===== src/rtl/axi_lite_m.sv =====
// AXI4-Lite slave GPIO block: a read/write LED register and a read-only
// debounced switch register. Only one transaction is in flight at a time.
//
// Handshake rule: a transfer on any AXI channel happens on the rising edge
// where both valid and ready are high. This slave raises each ready for
// exactly one cycle in that channel's own state. It holds each response
// (bvalid/bresp or rvalid/rdata/rresp) stable until the matching ready has
// been sampled high.
module axi_lite_m #(
  parameter logic [31:0] ADDR_LED        = 32'h4,
  parameter logic [31:0] ADDR_SW         = 32'h8,
  parameter int          DEBOUNCE_CYCLES = 5
) (
  input  logic        s_axi_aclk,
  input  logic        s_axi_aresetn,   // active-high asynchronous reset
  input  logic        s_axi_awvalid,
  output logic        s_axi_awready,
  input  logic [31:0] s_axi_awaddr,
  input  logic        s_axi_wvalid,
  output logic        s_axi_wready,
  input  logic [31:0] s_axi_wdata,
  input  logic [3:0]  s_axi_wstrb,
  output logic        s_axi_bvalid,
  input  logic        s_axi_bready,
  output logic [1:0]  s_axi_bresp,
  input  logic [31:0] s_axi_araddr,
  input  logic        s_axi_arvalid,
  output logic        s_axi_arready,
  output logic [31:0] s_axi_rdata,
  output logic [1:0]  s_axi_rresp,
  output logic        s_axi_rvalid,
  input  logic        s_axi_rready,
  output logic [31:0] led,
  input  logic [31:0] sw,
  output logic [3:0]  debug_state
);

  localparam int CW = $clog2(DEBOUNCE_CYCLES + 1);
  localparam logic [1:0] RESP_OKAY   = 2'b00;
  localparam logic [1:0] RESP_SLVERR = 2'b10;

  typedef enum logic [3:0] {
    IDLE, AW_ACK, W_WAIT, W_ACK, W_UPD, B_RESP, AR_ACK, R_FETCH, R_RESP
  } state_t;

  state_t         state, state_nxt;
  logic [31:0]    addr_q;
  logic [31:0]    wdata_q;
  logic [3:0]     wstrb_q;
  logic [31:0]    sw_sample;
  logic [31:0]    sw_reg;
  logic [CW-1:0]  deb_cnt;

  assign debug_state = state;

  // State register
  always_ff @(posedge s_axi_aclk or posedge s_axi_aresetn) begin
    if (s_axi_aresetn) state <= IDLE;
    else               state <= state_nxt;
  end

  // Next-state logic; each ready is a pure decode of its own state
  always_comb begin
    state_nxt     = state;
    s_axi_awready = 1'b0;
    s_axi_wready  = 1'b0;
    s_axi_arready = 1'b0;
    case (state)
      IDLE: begin
        if (s_axi_awvalid)      state_nxt = AW_ACK;  // write has priority
        else if (s_axi_arvalid) state_nxt = AR_ACK;
      end
      AW_ACK: begin
        s_axi_awready = 1'b1;
        state_nxt     = W_WAIT;
      end
      W_WAIT:  if (s_axi_wvalid) state_nxt = W_ACK;
      W_ACK: begin
        s_axi_wready = 1'b1;
        state_nxt    = W_UPD;
      end
      W_UPD:   state_nxt = B_RESP;
      B_RESP:  if (s_axi_bready) state_nxt = IDLE;
      AR_ACK: begin
        s_axi_arready = 1'b1;
        state_nxt     = R_FETCH;
      end
      R_FETCH: state_nxt = R_RESP;
      R_RESP:  if (s_axi_rready) state_nxt = IDLE;
      default: state_nxt = IDLE;
    endcase
  end

  // Address/data capture, register update and response generation
  always_ff @(posedge s_axi_aclk or posedge s_axi_aresetn) begin
    if (s_axi_aresetn) begin
      addr_q       <= '0;
      wdata_q      <= '0;
      wstrb_q      <= '0;
      led          <= '0;
      s_axi_bvalid <= 1'b0;
      s_axi_bresp  <= RESP_OKAY;
      s_axi_rvalid <= 1'b0;
      s_axi_rdata  <= '0;
      s_axi_rresp  <= RESP_OKAY;
    end else begin
      case (state)
        IDLE: begin
          if (s_axi_awvalid)      addr_q <= s_axi_awaddr;
          else if (s_axi_arvalid) addr_q <= s_axi_araddr;
        end
        W_WAIT: begin
          if (s_axi_wvalid) begin
            wdata_q <= s_axi_wdata;
            wstrb_q <= s_axi_wstrb;
          end
        end
        W_UPD: begin
          if (addr_q == ADDR_LED) begin
            for (int i = 0; i < 4; i++) begin
              if (wstrb_q[i]) led[8*i +: 8] <= wdata_q[8*i +: 8];
            end
            s_axi_bresp <= RESP_OKAY;
          end else begin
            s_axi_bresp <= RESP_SLVERR;  // includes the read-only switch register
          end
          s_axi_bvalid <= 1'b1;
        end
        B_RESP: begin
          if (s_axi_bready) s_axi_bvalid <= 1'b0;
        end
        R_FETCH: begin
          if (addr_q == ADDR_LED) begin
            s_axi_rdata <= led;
            s_axi_rresp <= RESP_OKAY;
          end else if (addr_q == ADDR_SW) begin
            s_axi_rdata <= sw_reg;
            s_axi_rresp <= RESP_OKAY;
          end else begin
            s_axi_rdata <= '0;
            s_axi_rresp <= RESP_SLVERR;
          end
          s_axi_rvalid <= 1'b1;
        end
        R_RESP: begin
          if (s_axi_rready) begin
            s_axi_rvalid <= 1'b0;
            s_axi_rdata  <= '0;
          end
        end
        default: ;
      endcase
    end
  end

  // Debounce: sample sw, wait DEBOUNCE_CYCLES, accept only if unchanged
  always_ff @(posedge s_axi_aclk or posedge s_axi_aresetn) begin
    if (s_axi_aresetn) begin
      deb_cnt   <= '0;
      sw_sample <= '0;
      sw_reg    <= '0;
    end else if (deb_cnt == '0) begin
      sw_sample <= sw;
      deb_cnt   <= CW'(1);
    end else if (deb_cnt == CW'(DEBOUNCE_CYCLES)) begin
      if (sw == sw_sample) sw_reg <= sw_sample;
      deb_cnt <= '0;
    end else begin
      deb_cnt <= deb_cnt + CW'(1);
    end
  end

endmodule


===== config.mk =====
export PLATFORM = sky130hd
export DESIGN_NAME = axi_lite_m
export DESIGN_NICKNAME = d
export VERILOG_FILES = /design/src/rtl/axi_lite_m.sv
export SDC_FILE = /design/constraint.sdc
export NUM_CORES = 1
export LEC_CHECK = 0
export CAP_MARGIN = 25
export CORE_MARGIN = 2
export CORE_UTILIZATION = 50
export DETAILED_ROUTE_END_ITERATION = 10
export PLACE_DENSITY = 0.9
export SYNTH_ARGS = -nofsm -noshare
export SYNTH_HDL_FRONTEND = slang
export SYNTH_SLANG_ARGS = --single-unit
export TNS_END_PERCENT = 5

===== constraint.sdc =====
create_clock -name s_axi_aclk -period 10.5 [get_ports s_axi_aclk]
set_input_delay 3.15 -clock s_axi_aclk [delete_from_list [all_inputs] [get_ports s_axi_aclk]]
set_output_delay 3.15 -clock s_axi_aclk [all_outputs]
set_load 0.05 [all_outputs]

# Yosys cells after proc, flatten, opt, wreduce, memory -nomap -nowiden
# Cells that the tools add are included.
dict set report totals {
  latchBits 0
  rom_bits 0
  word_cells 73
  register_bits 209
  ram_bits 0
  output_inout_bits 77
  n_memories 0
}
dict set report op_classes {
  eq_ne 16
  n_div 0
  n_reduce_logical 15
  bitwise_logic 1
  shift 0
  magnitude_cmp 0
  n_mul 0
  n_mux 24
  n_addsub 1
}
# op count
set op_table {}
lappend op_table {{32-bit two-way mux} 5}
lappend op_table {{32-bit case mux with 2 select lines} 1}
lappend op_table {{4-bit case mux with 9 select lines} 1}
lappend op_table {{32-bit by 3-bit == test with 1-bit output, second input constant} 1}
lappend op_table {{32-bit == test} 1}
lappend op_table {{32-bit by 4-bit == test with 1-bit output, second input constant} 1}
lappend op_table {{4-bit two-way mux} 5}
lappend op_table {{4-bit by 3-bit == test with 1-bit output, second input constant} 4}
lappend op_table {{3-bit AND reduction} 5}
lappend op_table {{4-bit by 2-bit == test with 1-bit output, second input constant} 2}
lappend op_table {{2-bit AND reduction} 4}
lappend op_table {{2-bit two-way mux} 3}
lappend op_table {{3-bit two-way mux} 2}
lappend op_table {{2-bit inequality test, second input constant} 3}
lappend op_table {{2-bit nonzero test} 3}
lappend op_table {{1-bit two-way mux} 5}
lappend op_table {{4-bit by 1-bit == test with 1-bit output, second input constant} 1}
lappend op_table {{4-bit == test, second input constant} 1}
lappend op_table {{4-bit zero test} 1}
lappend op_table {{1-bit case mux with 2 select lines} 2}
lappend op_table {{4-bit AND reduction} 1}
lappend op_table {{3-bit by 1-bit adder with 3-bit output, second input constant} 1}
lappend op_table {{3-bit == test, second input constant} 1}
lappend op_table {{3-bit zero test} 1}
lappend op_table {{other kinds (2)} 2}

# Longest topological paths before layout
dict set report logic_depth {
  depth_word 4
  depth_mapped 7
  ltp_nobuf 5
}

# Least setup slack after synthesis
# Ideal clock, no wire load.
dict set report synth_path {
  path_kind {register to output}
  startpoint {register state[0] (netlist: debug_state[0])}
  endpoint {output s_axi_awready}
  path_buffers 0
  arrival_ps 2475
  path_stages_with_launch 3
  required_ps 7350
  slack_ps 4875
  path_cell_list {dfrtp_1 inv_1 nor4_1}
}
dict set report synth_between {
  elab_chain_cells 2
}
# item line
set synth_lines {}
lappend synth_lines {{start, declared} 46} ;# state_t state, state_nxt;
lappend synth_lines {{start signal, assigned} 59} ;# else state <= state_nxt;
lappend synth_lines {{4-bit by 1-bit == test with 1-bit output} 68} ;# case (state)
lappend synth_lines {{1-bit two-way mux} 68}
lappend synth_lines {{end, declared} 17} ;# output logic s_axi_awready,
# No other way between the ends.

# Final worst setup path
dict set report layout_path {
  startpoint {input sw[12]}
  endpoint {register sw_reg[7]}
}
dict set report layout_between {
  elab_chain_cells 2
}
# item line
set layout_lines {}
lappend layout_lines {{start, declared} 34} ;# input logic [31:0] sw,
lappend layout_lines {{32-bit == test} 166} ;# if (sw == sw_sample) sw_reg <= sw_sample;
lappend layout_lines {{3-bit AND reduction (no source line)} n/a}
lappend layout_lines {{end signal, assigned} 166}
lappend layout_lines {{end, declared} 51} ;# logic [31:0] sw_reg;
# No other way between the ends.
# A chain may end at the register's enable or synchronous reset.

==> impl_results.md <==
- Status: finished, final reports clean
- Yosys cell types: 36
- CTS Buffer Depth: 3
- Post-Route WL: 21800 um
- Internal power: 0.00181 W
- Minimum clock period: 5640 ps
- Max frequency: approximately 180 MHz
- Critical path launch point: sw[12]
- Most common cell after layout, fill and taps aside: clkdlybuf4s50_1
- Comb pwr share: 31.6%
- Vias in the first global route: 6318
- Detailed placement HPWL: 15200 um
- Clock Skew: 14.2 ps
- Net Sw Frac: 35.1%
- Row count: 48
- Max-Cap Viols: 0
- Post-route DRC: 0
- FF+latch count, synth: 207
- Asr flop ratio synth: 100%
- TritonCTS clock tree: built
- Crit path required time: approximately 11000 ps
- Initial antenna violation count: 2
- First-pass GRT wire length: 34000 um
- Hold Crit Class: reg -> reg
- Core Area: 17200 sq um
- Die extent in y: 136 um
- Share of post-route cells with drive strength above 1: 20.3%
- Worst setup EP type: flip-flop
- Post-Synthesis Cells: 688
- Routed Antenna Nets: 0
- RePlAce Congestion: 0.803
- CTS Buf Count: 22
- Synth warn: 0
- Number of port buffers: about 210
- Cell Area, Synth: 8760 sq um
- Starting Density: 50.8%
- # IOs: about 220
- Seq/Total Area, Yosys: 59.1%
- Worst r2r path cells: 6
- Clk Latency, worst-skew pair: 490 ps
- Reg power frac: approximately 41%
- Crit start category: input port
- Power Dens Cells: 235 nW/um^2
- Worst Hold Launch: s_axi_rdata[3]$_DFFE_PP0P_
- RSZ-0062 raised after global routing: no
- DR vias: 6190
- DIE WIDTH: approximately 140 um
- Grt ovf: 0
- Cell depth of the worst hold path: 2
- Non-filler instance count after layout: 1135
- Largest net degree at the start of global routing: roughly 130
- Leakage power: between 5 and 6 nW
- Final Setup Violations: 0
- Sink Count: roughly 210
- Fillers: 1253
- CP Data Arrival Time: 6010 ps
- Commonest cells after routing, fill and taps aside: clkdlybuf4s50_1, dfrtp_1, mux2_2
- Total Nets Final: 1031
- Root Buffer: clkbuf_16
- DR WL/cell: 19.2 um
- Setup Fix Bufs, Post-CTS: 0
- Pre-antenna DRT Iters: 5
- CTS H-Tree Depth: 1
- Worst slew pin tran: 957 ps
- Slew Limit Fails: 0
- Overall Global Routing Usage: around a quarter
- Placed cell count: 1091
- Primary FF master, synth: dfrtp_1
- Final Hold Vio Count: 0
- Period utilization: a little over half
- Post-synth EDFFs: 0
- Maximum vdd drop: 159 uV
- Cts hold-fix bufs: 0
- Worst-path maximum fanout: 20
- DRT iter0 DRCs: 388
- Via density: around 5.5
- Relative slew slack: 36.2%
- Setup_tns: 0 ps
- Clock-pin transition on the worst setup and hold timing paths: 60 ps
- Die ar.: 18600 sq um
- Clk pwr share: 27.7%
- Reg-to-reg startpoint: sw_sample[31]$_DFFE_PP0N_
- Post-CTS sizing: 0
- P_sw: 0.000979 W
- Layout area overhead: 35.5%
- Worst setup path class: in -> reg
- Synthesized area per cell: 12.7 sq um
[critical path: stages]
cell,delay (ps)
clkdlybuf4s50_1,440
xor2_1,190
nor4_1,470
nand4_1,230
nor4_4,720
buf_4,420
mux2_2,380
[kinds of logic (layout without fill, tap and decap cells)]
| group | after synthesis | after routing | synth area share (%) |
|---|---|---|---|
| simple gates | 124 | 124 | 6.74 |
| compound gates | 111 | 111 | 7.46 |
| flops | 207 | 207 | 59.1 |
| other cells | 1 | 4 | 0.0428 |
| buf+inv | 46 | 265 | 2.43 |
| xor+xnor | 32 | 32 | 3.20 |
| mux | 167 | 167 | 21.0 |
[cells in the mapped netlist (all sizes together), types with 4 or more instances]
cell type    n  area share [%]
xor2        27             2.7
nand4        5            0.36
mux2i       33             3.8
dfrtp      207              59
and2         4            0.29
nor2        45             1.9
xnor2        5            0.50
nand2       41             1.8
clkbuf      27             1.2
mux2       134              17
a21oi       37             2.1
inv          4            0.17
nor4        15             1.2
o21ai       35             2.0
nor3         5            0.40
a22oi       32             2.7
buf         15             1.1
[metal layers]
layer	share of wire [%]	wire, um	up-vias	GRT usage [%]
li1	-	-	2846	-
met1	41	8960	3066	31.0
met2	49	10800	217	38.6
met3	5.5	1210	61	4.44
met4	4.0	877	0	10.2
met5	0	0	-	0
[power groups by stage]
stage | registers, W | logic [W] | clock network [W]
finish | 0.00114 | 0.000882 | 0.000773
global route | 0.00116 | 0.000944 | 0.000825
CTS | 0.00113 | 0.000879 | 0.000790
detailed placement | 0.00115 | 0.000873 | 0
global placement | 0.00113 | 0.000847 | 0
floorplan | 0.00132 | 0.000373 | 0
[cell type report]
type	count	area (sq um)	share of cell area [%]
Sequential cell	207	5180	43.6
Multi-Input combinational cell	436	3410	28.7
Timing Repair Buffer	221	2230	18.8
Clock buffer	34	677	5.70
Tap cell	225	282	2.37
Clock inverter	6	60.1	0.506
Inverter	4	22.5	0.190
Antenna cell	2	5.00	0.0422
[final timing paths]
path	end	slack, ps
max	sw_reg[7]$_DFFE_PP0P_	4860
min	s_axi_rdata[3]$_DFFE_PP0P_	480
max reg2reg	sw_reg[7]$_DFFE_PP0P_	7550
min reg2reg	s_axi_rdata[3]$_DFFE_PP0P_	480
max in group asynchronous	sw_reg[3]$_DFFE_PP0P_	6110
min in group asynchronous	debug_state[2]$_DFFE_PP0P_	3250
[through the flow]
stage / setup WS, ps / power, W / hold slack (ps) / cell area, sq um / utilization [%]
6_report: 4860 / 0.00279 / 480 / 11900 / 68.9
5_1_grt: 4690 / 0.00293 / 505 / 11900 / 68.9
4_1_cts: 4870 / 0.00280 / 486 / 11800 / 68.5
3_5_place_dp: 4360 / 0.00202 / 473 / 11100 / 64.3
3_3_place_gp: 4450 / 0.00198 / 462 / 11100 / 64.2
2_1_floorplan: 1700 / 0.00170 / 459 / 8760 / -
Note: power is estimated with default switching activity, not from simulation.
